File: src/rtl/uart_tx.sv
// uart_tx: UART transmitter with an internal byte FIFO and a start/data/parity/stop framing FSM.
// Ports:
//   mclk, reset        clock; asynchronous active-low reset
//   baudrate           bit period minus one, in mclk cycles (latched per frame)
//   parity_sel         00 none, 01 even, 10 odd, 11 none (latched per frame)
//   stop_sel           0 one stop bit, 1 two stop bits (latched per frame)
//   wen, wdata         FIFO write strobe and byte
//   full, overrun      FIFO full; one-cycle pulse on a write while full
//   fifo_cnt           bytes queued
//   busy, tx_done      FSM active or FIFO non-empty; one-cycle pulse in DONE
//   txd                registered serial line, idles high
//   debug_state        current FSM state
module uart_tx #(
    parameter int FIFO_AW = 4
) (
    input  logic               mclk,
    input  logic               reset,
    input  logic [15:0]        baudrate,
    input  logic [1:0]         parity_sel,
    input  logic               stop_sel,
    input  logic               wen,
    input  logic [7:0]         wdata,
    output logic               full,
    output logic               overrun,
    output logic [FIFO_AW:0]   fifo_cnt,
    output logic               busy,
    output logic               tx_done,
    output logic               txd,
    output logic [1:0]         debug_state
);
    typedef enum logic [1:0] {IDLE = 2'd0, SEND = 2'd1, DONE = 2'd2} state_t;
    state_t state, state_nx;
    logic [7:0] mem [0:(1<<FIFO_AW)-1];
    logic [FIFO_AW-1:0] wptr, rptr;
    logic push, pop, empty;
    logic [15:0] cnt1, br_l;
    logic [3:0] cnt2, nidx, last;
    logic [2:0] didx;
    logic [7:0] sh;
    logic par_en, par_bit, stop_l, bit_end, nbit;

    // count never exceeds the depth, so its MSB alone means full
    assign full = fifo_cnt[FIFO_AW];
    assign empty = fifo_cnt == '0;
    assign push = wen && !full;
    assign pop = state == IDLE && !empty;
    assign debug_state = state;
    assign bit_end = cnt1 == br_l;
    assign nidx = cnt2 + 4'd1;
    assign didx = nidx[2:0] - 3'd1;
    assign last = 4'd9 + {3'b0, par_en} + {3'b0, stop_l};
    // indices past the last stop bit also yield 1, so the line stays high into DONE
    assign nbit = nidx <= 4'd8 ? sh[didx] : (nidx == 4'd9 && par_en) ? par_bit : 1'b1;

    always_ff @(posedge mclk)
        if (push) mem[wptr] <= wdata;

    always_ff @(posedge mclk or negedge reset) begin
        if (!reset) begin
            wptr <= '0;
            rptr <= '0;
            fifo_cnt <= '0;
            overrun <= 1'b0;
        end else begin
            if (push) wptr <= wptr + 1'b1;
            if (pop) rptr <= rptr + 1'b1;
            fifo_cnt <= fifo_cnt + (FIFO_AW+1)'(push) - (FIFO_AW+1)'(pop);
            overrun <= wen && full;
        end
    end

    always_ff @(posedge mclk or negedge reset) begin
        if (!reset) state <= IDLE;
        else state <= state_nx;
    end

    always_comb begin
        state_nx = IDLE;
        tx_done = 1'b0;
        busy = 1'b0;
        state_nx = state == IDLE ? (empty ? IDLE : SEND) :
                   state == SEND ? ((bit_end && cnt2 == last) ? DONE : SEND) : IDLE;
        tx_done = state == DONE;
        busy = state != IDLE || !empty;
    end

    always_ff @(posedge mclk or negedge reset) begin
        if (!reset) begin
            txd <= 1'b1;
            cnt1 <= '0;
            cnt2 <= '0;
            sh <= '0;
            br_l <= '0;
            par_en <= 1'b0;
            par_bit <= 1'b0;
            stop_l <= 1'b0;
        end else if (pop) begin
            sh <= mem[rptr];
            br_l <= baudrate;
            par_en <= parity_sel[0] ^ parity_sel[1];
            par_bit <= parity_sel[1] ? ~^mem[rptr] : ^mem[rptr];
            stop_l <= stop_sel;
            cnt1 <= '0;
            cnt2 <= '0;
            txd <= 1'b0;
        end else if (state == SEND) begin
            if (bit_end) begin
                cnt1 <= '0;
                cnt2 <= nidx;
                txd <= nbit;
            end else begin
                cnt1 <= cnt1 + 16'd1;
            end
        end else begin
            txd <= 1'b1;
        end
    end
endmodule

File: config.mk
export PLATFORM = sky130hd
export DESIGN_NAME = uart_tx
export DESIGN_NICKNAME = d
export VERILOG_FILES = /design/src/rtl/uart_tx.sv
export SDC_FILE = /design/constraint.sdc
export NUM_CORES = 1
export LEC_CHECK = 0
export ABC_AREA = 1
export CAP_MARGIN = 5
export CORE_MARGIN = 4
export CORE_UTILIZATION = 30
export DETAILED_ROUTE_END_ITERATION = 10
export GPL_ROUTABILITY_DRIVEN = 1
export GPL_TIMING_DRIVEN = 0
export PLACE_DENSITY = 0.45
export SKIP_CTS_REPAIR_TIMING = 1
export SLEW_MARGIN = 20
export SYNTH_ARGS = -nofsm -noshare
export SYNTH_HDL_FRONTEND = slang
export SYNTH_SLANG_ARGS = --single-unit
File: constraint.sdc
create_clock -name mclk -period 2.5 [get_ports mclk]
set_input_delay 0.5 -clock mclk [delete_from_list [all_inputs] [get_ports mclk]]
set_output_delay 0.5 -clock mclk [all_outputs]
set_load 0.03 [all_outputs]
==> summary.txt, run 1 <==
CP top delay family: simple AND/OR/NAND/NOR gates
Dominant synthesized flop cell: edfxtp_1
Max cap viols: 0
Vias in the first global route: 6052
Post-synthesis cell count: 904
DP Cell Count: 1330
Leakage Power: 4.35 nW
Row count: 62
Slew Viols, Final: 0
CTS buffer count: 17
Iteration-0 DRC Markers: 448
Least-Margin Pin Slew: 1.12 ns
Total GRT Usage: 14.9%
Async S/R FF share, synth: 33.3%
CP Max Fanout: 8
Post-synth EDFFs: 128
Setup slack, reg-to-reg: 0.14 ns
Crit-path cells: inv_1 > nand2_1 > inv_1 > nand2_1 > nor2_1
Core area: 28800 um2
Ratio of cells with drive above 1 in the final layout: 8.75%
1st-pass router iterations: 5
CP startpoint: fifo_cnt[4]
Peak per-stage delay on the critical path: 0.88 ns
Finished Core Util: 36.2%
Worst r2r src: fifo_cnt[4]
Levels on crit path: 5
Worst Reg2Reg Path Length in Cells: 5
Top cells by area, synth: edfxtp_1 (44%), dfrtp_1 (18%), nand2_1 (13%), nand3_1 (5.3%), inv_1 (4.6%)
FF+latch count, synth: 192
ANT cells: 0
Die area: 32100 um2
Max Root-Sink Buffers: 2
Post-Syn Area: 8790 um2
# DRC: 0
Fin worst setup slack: 0.142 ns
Critical Path AT: 2.41 ns
CP Data Required Time: 2.55 ns
Vias: 6169
Worst relative slew slack: 25.0%
DPL Wire Length: 15.5 mm
Worst Path Buf+Inv: 2
Chip height: 179 um
Register area share after synthesis: 62.0%
Wirelength, routed: 23.2 mm
Clk slew on worst S/H paths: 0.07 ns
Critical path capture point type: register
I/O Buffers: 41
RSZ-0062 raised after global routing: no
Clock latency on the worst-skew pair: 0.44 ns
Setup Slack @ Placement: -0.476 ns
Syn_nets: 951
Kind of critical path: register to register
Nets: 1017
Area Overhead vs Synth: 18.6%
Routability Congestion: 0.770
First-pass GRT wire length: 35.6 mm
Distinct cell type count after synthesis: 36
Final setup vio count: 0
Pin count of the biggest net entering global routing: 52
H-Tree Depth: 4
Final Non-Filler Cells: 1367
VDD IR max: 0.531 mV
Io pins: 42
CP max stage cell: nor2_1
Final Hold Fails: 0
Die width: 179 um
Clock Tree Root: clkbuf_16
Critical path launch point type: register
Status: complete, no violations
Initial antenna violation count: 0
P per Cell Area: 618 nW/um2
Top-area cell type share of the netlist area: 43.7%
Synth area leader: edfxtp_1
Top post-synthesis cells by count: nand2_1 (301), edfxtp_1 (128), inv_1 (107)
Initial Utilization: 30.5%
Fillcell total: 2930
Vias per std cell: 4.51
Clk_skew: 0.0121 ns
Hold Crit Class: input pin to asynchronous set/reset pin
Clk sink count: 192
Most common cell in the netlist: nand2_1
Final Cycle Share: 94.3%
Wire per inst: 17.0 um
Synth warn: 0
Max Clk Rate: 424 MHz
Syn_area_per_cell: 9.72 um2
Antenna viol nets, final: 0
CTS tree: yes
Grt ovf: 0
R2R Path End: mem[15][3]
Crit path time final: 2.36 ns
[report_power, final]
group	total, W	switching (W)	internal (W)	leakage [nW]
Combinational	0.000233	0.000123	0.000110	2.17
Sequential	0.00349	0.0000537	0.00344	1.91
Clock	0.00272	0.00131	0.00141	0.274
Total	0.00645	0.00148	0.00496	4.35
[sequential cells by signal (all words and copies together), names as in the netlist]
signal	flops
cnt2	4
wptr	4
br_l	16
mem	128
stop_l	1
txd	1
cnt1	16
par_en	1
debug_state	2
overrun	1
fifo_cnt	5
sh	8
rptr	4
par_bit	1
[how the worst max path moves through the flow]
stage,end,slack (ns)
after floorplan,fifo_cnt[4],0.001
after global placement,fifo_cnt[2],-1.80
after detailed placement,fifo_cnt[4],-0.48
after CTS,fifo_cnt[4],-0.49
after global routing,par_bit,0.01
final,mem[15][3],0.14
[cells in the final DEF, fill, tap and decap left out, types with 3 or more instances in the layout]
cell,Yosys,final
nand3_1,93,91
clkinv_1,2,3
a21oi_1,9,8
clkinv_4,0,3
dfrtp_2,0,3
edfxtp_1,128,128
inv_2,3,6
o21ai_1,5,5
nand2_1,301,301
clkinv_8,0,3
clkbuf_2,0,3
nor2_1,44,43
nor2_2,2,3
o22ai_1,9,9
clkinvlp_4,0,3
buf_2,15,15
xor2_1,18,18
clkbuf_16,0,17
o21ai_0,26,25
buf_4,5,11
nand4_1,8,8
ha_1,16,13
inv_1,107,103
dfrtp_1,63,60
xnor2_1,20,20
a31oi_1,3,3
clkdlybuf4s50_1,0,39
clkbuf_1,8,7
[area by class of cell]
type / instances / area [um2] / area share [%]
Multi-Input combinational cell: 568 / 2820 / 27.1
Clock inverter: 14 / 155 / 1.49
Inverter: 112 / 433 / 4.15
Tap cell: 384 / 480 / 4.61
Clock buffer: 18 / 429 / 4.12
Sequential cell: 192 / 5450 / 52.3
Timing Repair Buffer: 48 / 485 / 4.66
Buffer: 31 / 165 / 1.58
[routing by layer]
metal / vias to the layer above / part of all wire (%) / track usage (%)
met3: 12 / 4.6 / 3.31
met2: 118 / 47 / 24.7
li1: 3074 / - / -
met1: 2965 / 47 / 20.3
met4: 0 / 0.78 / 2.92
met5: - / 0 / 0
[cell families (layout without fill, tap and decap cells)]
kind of cell	after synthesis	in the layout	share of synthesized area, %
AND/OR/NAND/NOR	454	454	21.3
AO/OA/AOI/OAI	59	59	3.80
XOR/XNOR	38	38	3.79
flip-flops	192	192	62.0
adder cells (fa/ha/maj)	17	17	2.51
buffers and inverters	144	223	6.66
[metrics by stage]
| step | setup TNS [ns] | instance area [um2] | total power (W) | hold slack, ns |
|---|---|---|---|---|
| global placement | -123.05 | 9690 | 0.00379 | 0.472 |
| CTS | -1.23 | 10300 | 0.00652 | -0.0914 |
| global route | 0 | 10400 | 0.00665 | 0.489 |
| detailed placement | -25.42 | 9720 | 0.00380 | 0.382 |
| finish | 0 | 10400 | 0.00645 | 0.468 |
| floorplan | 0 | 8800 | 0.00366 | 0.204 |
Power figures use the tool's default switching activity.
==> run 2, diff against run 1 <==
--- a/config.mk
+++ b/config.mk
@@ -7,12 +7,13 @@
 export LEC_CHECK = 0
 export ABC_AREA = 1
 export CAP_MARGIN = 5
+export CORE_ASPECT_RATIO = 1.75
 export CORE_MARGIN = 4
 export CORE_UTILIZATION = 30
 export DETAILED_ROUTE_END_ITERATION = 10
 export GPL_ROUTABILITY_DRIVEN = 1
 export GPL_TIMING_DRIVEN = 0
-export PLACE_DENSITY = 0.45
+export PLACE_DENSITY = 0.43
 export SKIP_CTS_REPAIR_TIMING = 1
 export SLEW_MARGIN = 20
 export SYNTH_ARGS = -nofsm -noshare
==> summary.txt, run 2 (same netlist as run 1, synthesis figures left out) <==
Top reg by flops: mem
Row count: 82
Final setup vio count: 0
Vias in the first global route: 6238
Vias: 6130
Worst Reg2Reg Path Length in Cells: 13
Slew Viols, Final: 0
Critical path capture point type: register
Pin count of the biggest net entering global routing: 49
Final Hold Fails: 0
Final Cycle Share: 96.5%
CP Max Fanout: 14
Number of flip-flops in the largest register: 128
Leakage Power: 4.35 nW
Initial Utilization: 30.6%
Power Internal: 0.00512 W
Critical path launch point type: register
CTS buffer count: 17
Clock Tree Root: clkbuf_16
Fin worst setup slack: 0.0870 ns
VDD IR max: 0.410 mV
Max Root-Sink Buffers: 2
Core area: 28700 um2
# DRC: 0
Top flop regs: mem (128), br_l (16), cnt1 (16)
Clk pwr share: 42.9%
Net Switching: 0.00142 W
Die area: 32200 um2
Routability Congestion: 0.789
CTS tree: yes
Least-Margin Pin Slew: 1.03 ns
CP Data Required Time: 2.83 ns
Critical Path AT: 2.75 ns
Setup slack, reg-to-reg: 0.09 ns
Comb pwr share: 3.7%
Dpl cell area: 9720 um2
Commonest cells after routing, fill and taps aside: nand2_1 (301), edfxtp_1 (128), inv_1 (106)
I/O Buffers: 41
Vias per std cell: 4.52
1st-pass router iterations: 4
Initial antenna violation count: 0
First-pass GRT wire length: 37.4 mm
ANT cells: 0
Crit path time final: 2.41 ns
Most common cell after layout, fill and taps aside: nand2_1
Iteration-0 DRC Markers: 376
Clk_skew: 0.00886 ns
RSZ-0062 raised after global routing: yes
Total GRT Usage: 16.1%
DPL Wire Length: 17.6 mm
Antenna viol nets, final: 0
H-Tree Depth: 4
Max cap viols: 0
Pwr Total: 0.00654 W
Net Sw Frac: 21.8%
Status: complete, no violations
Fillcell total: 2929
Max Clk Rate: 414 MHz
Wire per inst: 18.2 um
Finished Core Util: 36.2%
Nets: 1015
Ratio of cells with drive above 1 in the final layout: 8.38%
Final instance area: 10400 um2
Reg power frac: 53.4%
Io pins: 42
Clk sink count: 192
Grt ovf: 0
Wirelength, routed: 24.7 mm
Chip height: 234 um
Hold Crit Class: input pin to asynchronous set/reset pin
Worst relative slew slack: 31.1%
R2R Path End: fifo_cnt[4]
Kind of critical path: register to register
Setup Slack @ Placement: -0.508 ns
Clock latency on the worst-skew pair: 0.45 ns
P per Cell Area: 629 nW/um2
Worst r2r src: fifo_cnt[3]
Area Overhead vs Synth: 18.3%
Clk slew on worst S/H paths: 0.07 ns
Die width: 137 um
-- run 2: power groups by stage --
stage                     registers, W  logic (W)  clock network [W]
final                          0.00349   0.000240            0.00281
after global routing           0.00350   0.000268            0.00301
after CTS                      0.00349   0.000246            0.00288
after detailed placement       0.00356   0.000245                  0
after global placement         0.00356   0.000235                  0
after floorplan                0.00355   0.000111                  0
-- run 2: worst max-delay path by stage --
stage	endpoint	slack, ns	depth (start not counted)	startpoint
final	fifo_cnt[4]	0.09	13	fifo_cnt[3]
after global routing	fifo_cnt[4]	-0.03	13	fifo_cnt[3]
after CTS	fifo_cnt[4]	-0.52	14	fifo_cnt[2]
after detailed placement	fifo_cnt[4]	-0.51	14	fifo_cnt[2]
after global placement	fifo_cnt[3]	-1.79	1	reset
after floorplan	fifo_cnt[4]	0.001	14	fifo_cnt[2]
-- run 2: worst max-delay path, stage by stage, from the launching register on --
cell     delay, ns
dfrtp_2       0.42
inv_1         0.08
ha_2          0.19
nand3_4       0.12
nand3_4       0.15
inv_8         0.07
ha_1          0.27
inv_1         0.06
ha_2          0.17
inv_1         0.05
fa_2          0.35
o21ai_2       0.13
a21oi_1       0.09
xor2_1        0.14
-- run 2: layer usage --
| layer | share of wire [%] | GRT usage (%) |
|---|---|---|
| met5 | 0 | 0 |
| met4 | 2.9 | 6.90 |
| met3 | 2.4 | 2.48 |
| met2 | 57 | 31.2 |
| met1 | 38 | 16.8 |
-- run 2: stage by stage --
step           hold WS [ns]  TNS [ns]  std cells
2_1_floorplan         0.204         0        904
3_3_place_gp          0.463   -130.29       1323
3_5_place_dp          0.390    -23.18       1324
4_1_cts              -0.101     -1.29       1354
5_1_grt               0.471   -0.0311       1357
6_report              0.464         0       1357
-- run 2: layout make-up --
| class | count | area (um2) | share of cell area (%) |
|---|---|---|---|
| Clock buffer | 17 | 425 | 4.09 |
| Inverter | 112 | 428 | 4.12 |
| Sequential cell | 192 | 5450 | 52.4 |
| Multi-Input combinational cell | 568 | 2810 | 27.0 |
| Clock inverter | 13 | 165 | 1.59 |
| Tap cell | 378 | 473 | 4.55 |
| Buffer | 31 | 173 | 1.66 |
| Timing Repair Buffer | 46 | 470 | 4.53 |
==> variant 1 (settings of run 2) <==
Add an input register stage for `baudrate`, cleared by the reset; this delays it by one clock. The other inputs are not delayed to match. Comments in the files are not updated.
--- a/src/rtl/uart_tx.sv
+++ b/src/rtl/uart_tx.sv
@@ -29,6 +29,17 @@
     output logic [1:0]         debug_state
 );
     typedef enum logic [1:0] {IDLE = 2'd0, SEND = 2'd1, DONE = 2'd2} state_t;
+
+    logic [15:0] baudrate_q;
+
+    always_ff @(posedge mclk or negedge reset) begin
+        if (!reset) begin
+            baudrate_q <= '0;
+        end else begin
+            baudrate_q <= baudrate;
+        end
+    end
+
     state_t state, state_nx;
     logic [7:0] mem [0:(1<<FIFO_AW)-1];
     logic [FIFO_AW-1:0] wptr, rptr;
@@ -96,7 +107,7 @@
             stop_l <= 1'b0;
         end else if (pop) begin
             sh <= mem[rptr];
-            br_l <= baudrate;
+            br_l <= baudrate_q;
             par_en <= parity_sel[0] ^ parity_sel[1];
             par_bit <= parity_sel[1] ? ~^mem[rptr] : ^mem[rptr];
             stop_l <= stop_sel;
Check against the original RTL: not equivalent (a bounded check fails within 4 cycles, from zero or initial values and one cycle with reset low).
==> variant 1 against run 2 <==
Worst setup slack worse by 0.022 ns; synthesized area is 4.9% higher; routed wire length is 0.22% higher; power is 12% higher; largest cell class unchanged; via count is 0.16% lower; critical path depth is 1 lower; cell count is 0.37% lower; final area is 5.3% higher; sequential cell count is 16 higher; non-clock buffer count is 1 lower; count of clock-buffer cells in the layout is 13 higher; worst hold slack worse by 0.045 ns; sequential share of layout area is 1.0 points higher; largest power group unchanged.
==> variant 1: results <==
export IMPL_dp_cells=1310
export IMPL_vias=6120
export IMPL_syn_inst=881
export IMPL_fill_cells=2996
export IMPL_sh_seq_area_pct=53.4
export IMPL_cts_htree_levels=1
export IMPL_hold_path_class="in2reg"
export IMPL_fin_cells=1352
export IMPL_worst_slew_pin_slew_ns=1.12
export IMPL_nClkBuffers=30
export IMPL_synth_nets=928
export IMPL_yosysSeqAreaShare_pct=63.4
export IMPL_wl_per_cell_um=18.3
export IMPL_leakagePower_nw=4.46
export IMPL_synth_xor_area_share_pct=3.42
export IMPL_r2r_start="fifo_cnt[1]"
export IMPL_pre_cts_ws_ns=-0.399
export IMPL_status="finished, final reports clean"
export IMPL_synthTopCellsByArea="edfxtp_1, dfrtp_1, nand2_1, inv_1, nand3_1"
export IMPL_buf_share_pct=6.22
export IMPL_cpPeakStageDelay_ns=0.45
export IMPL_synthArstFlopShare_pct=38.5
export IMPL_diodes=1
export IMPL_nets=995
export IMPL_seq_cells=208
-- variant 1: cell count changes after synthesis, moves of 16 or more --
cell     delta
nand2_1    -93
o21ai_0    +19
nor2_1     +30
dfrtp_1    +16
nand3_1    -25
-- variant 1: cells by family (layout without fill, tap and decap cells) --
logic type                 Yosys count  in the layout
AOI/OAI and AO/OA                  106            106
xor gates and xnor gates            36             36
adders and majority gates           17             17
buffers and inverters              137            220
DFF                                208            208
other                                0              1
and+or+nand+nor                    377            377
-- variant 1: worst max path at each step --
stage / startpoint / endpoint / slack, ns / depth (start not counted)
after CTS: fifo_cnt[2] / fifo_cnt[4] / -0.40 / 14
after global placement: reset / fifo_cnt[3] / -2.67 / 1
after detailed placement: fifo_cnt[2] / fifo_cnt[4] / -0.40 / 14
final: fifo_cnt[1] / fifo_cnt[4] / 0.06 / 12
after floorplan: fifo_cnt[2] / fifo_cnt[4] / 0.03 / 14
after global routing: fifo_cnt[1] / fifo_cnt[4] / -0.05 / 12
-- variant 1: metrics by stage --
stage / area (sq um) / util [%] / setup TNS [ns]
6_report: 11000 / 36.3 / 0
5_1_grt: 11000 / 36.3 / -0.0473
4_1_cts: 10900 / 36.1 / -1.11
3_5_place_dp: 10200 / 33.7 / -33.03
3_3_place_gp: 10100 / 33.6 / -217.74
2_1_floorplan: 9240 / - / 0
-- variant 1: power by group --
| part | total, mW | internal, mW | leakage, nW | switching, mW |
|---|---|---|---|---|
| sequential | 3.78 | 3.71 | 2.10 | 0.0633 |
| clock | 3.33 | 1.97 | 0.362 | 1.37 |
| combinational | 0.231 | 0.110 | 2.00 | 0.120 |
-- variant 1: per-layer routing --
layer,track usage (%),wire [um]
met1,15.5,9050
met2,30.0,14400
met3,1.87,668
met4,4.76,608
met5,0,0
==> variant 2 (config.mk and constraints of run 2) <==
Without the edit above. Change the parameter `FIFO_AW` from 4 to 5.
--- a/src/rtl/uart_tx.sv
+++ b/src/rtl/uart_tx.sv
@@ -11,7 +11,7 @@
 //   txd                registered serial line, idles high
 //   debug_state        current FSM state
 module uart_tx #(
-    parameter int FIFO_AW = 4
+    parameter int FIFO_AW = 5
 ) (
     input  logic               mclk,
     input  logic               reset,
Ports: changed (resized fifo_cnt); port bits go from 42 to 43. No check against the original RTL was run, so the function may have changed too.
==> variant 2 against run 2 <==
Sequential share of layout area grew 2.6 points; cell count up 53%; clock power up 82%; global-route usage increased by 2.2 points; synthesized cell count grew 52%; clock skew increased by 0.019 ns; routed wire length is 93% higher; worst hold slack worse by 0.24 ns; power grew 73%; first-iteration DRC count is 56% higher; final area grew 64%; worst setup slack got worse by 0.014 ns; sequential cell count is 131 higher; synthesized area up 62%; critical endpoint is now mem[19][2]; largest cell class unchanged; largest power group unchanged.
==> variant 2: results <==
export IMPL_status="finished, final reports clean"
export IMPL_synthTopCellsByCount="nand2_1, edfxtp_1, nor2_1, nand3_1, inv_1"
export IMPL_synthTopCellsByArea="edfxtp_1, dfrtp_1, nand2_1, nand3_1, nor2_1"
export IMPL_hold_path_class="in2reg"
export IMPL_drive_gt1_share_pct=13.3
export IMPL_leakagePower_nw=6.56
export IMPL_synth_cell_type_count=34
export IMPL_r2r_start="fifo_cnt[5]"
export IMPL_cp_end_kind="flip-flop"
export IMPL_drt_iter0_drc=585
export IMPL_synth_ff_type="edfxtp_1"
export IMPL_track_usage_pct=18.4
export IMPL_worst_slew_pin_slew_ns=0.935
export IMPL_crit_fanout=9
export IMPL_port_buffers=42
export IMPL_nets=1516
export IMPL_cts_htree_levels=2
export IMPL_grt_pass1_wl_um=68400
export IMPL_start_kind="flip-flop"
export IMPL_yosysWarnings=0
export IMPL_yosysSeqAreaShare_pct=65.8
export IMPL_pre_cts_ws_ns=-0.521
export IMPL_post_dp_hpwl_um=33900
export IMPL_clock_latency_ns=0.54
export IMPL_grt_max_degree=50
export IMPL_synth_edf_count=256
export IMPL_dpl_cell_area_sq_um=15500
export IMPL_numCtsBuffers=34
export IMPL_r2r_cells=5
export IMPL_antenna_found_initial=0
export IMPL_top_regs="mem: 256 flops, br_l: 16 flops, cnt1: 16 flops"
export IMPL_vdd_ir_drop_max_mv=0.330
export IMPL_skew_ns=0.0282
export IMPL_dr_pass1_iters=5
export IMPL_cts_tree="built"
export IMPL_worstReg2RegEnd="mem[19][2]"
export IMPL_vias=9912
export IMPL_r2r_setup_slack_ns=0.07
export IMPL_min_period_ns=2.43
export IMPL_place_gp_congestion=0.903
export IMPL_root_buffer="clkbuf_16"
export IMPL_cp_data_arrival_time_ns=2.57
export IMPL_power_switching_mw=2.42
export IMPL_synthArstFlopShare_pct=20.7
export IMPL_grt_pass1_vias=10018
export IMPL_clock_path_buffers=3
export IMPL_drt_total_wl_um=47700
==> variant 2: cell types whose count changed in the layout (fill, tap and decap cells not counted), moves of 17 or more <==
cell       change
nand2_1      +132
edfxtp_1     +128
nor2_1        +79
nand3_1       +35
o21ai_0       +27
clkbuf_16     +17
==> variant 2: how the worst min path moves through the flow <==
stage / start / to / slack (ns) / cells past startpoint
global placement: txd / txd / 0.46 / 2
floorplan: reset / br_l[0] / 0.20 / 0
finish: wdata[3] / mem[24][3] / 0.22 / 1
detailed placement: reset / br_l[2] / 0.41 / 1
CTS: reset / cnt1[8] / -0.15 / 1
global route: wdata[3] / mem[24][3] / 0.22 / 1
==> variant 2: kinds of logic (layout without fill, tap and decap cells) <==
kind of cell | count (synthesis) | in the layout | synth area share (%)
flops | 323 | 323 | 65.8
buf+inv | 166 | 281 | 5.43
compound gates | 104 | 104 | 3.96
xor+xnor | 39 | 39 | 2.40
simple gates | 726 | 726 | 20.7
fa+ha+maj | 19 | 19 | 1.72
==> variant 2: routing by layer <==
metal / vias to the layer above / track usage (%) / share of wire, %
met5: - / 0 / 0
met3: 107 / 1.93 / 3.0
met1: 4832 / 18.1 / 34
li1: 4745 / - / -
met4: 0 / 8.98 / 5.5
met2: 228 / 37.7 / 57
==> variant 2: power groups by stage <==
stage,combinational [mW],clock (mW),sequential (mW)
floorplan,0.107,0,6.01
global placement,0.277,0,6.03
detailed placement,0.297,0,6.02
CTS,0.299,5.22,5.91
global route,0.323,5.43,5.91
finish,0.293,5.12,5.91
==> variant 2: layout make-up <==
cell class | instances | area (sq um)
Inverter | 108 | 413
Multi-Input combinational cell | 888 | 4380
Fill cell | 4649 | 29900
Clock inverter | 20 | 211
Clock buffer | 41 | 877
Sequential cell | 323 | 9370
Tap cell | 588 | 736
Timing Repair Buffer | 54 | 551
Buffer | 58 | 488
==> variant 2: through the flow <==
| step | total power [mW] | cells | hold WS [ns] |
|---|---|---|---|
| floorplan | 6.11 | 1377 | 0.204 |
| global placement | 6.31 | 2007 | 0.459 |
| detailed placement | 6.32 | 2012 | 0.411 |
| CTS | 11.4 | 2073 | -0.154 |
| global route | 11.7 | 2080 | 0.219 |
| finish | 11.3 | 2080 | 0.221 |
==> variant 2: worst max-delay path, stage by stage, from the launching register on <==
cell	delay, ns
dfrtp_2	0.42
inv_2	0.08
nand2_1	0.18
clkinv_1	0.20
nand2_1	0.34
nor2_1	0.83
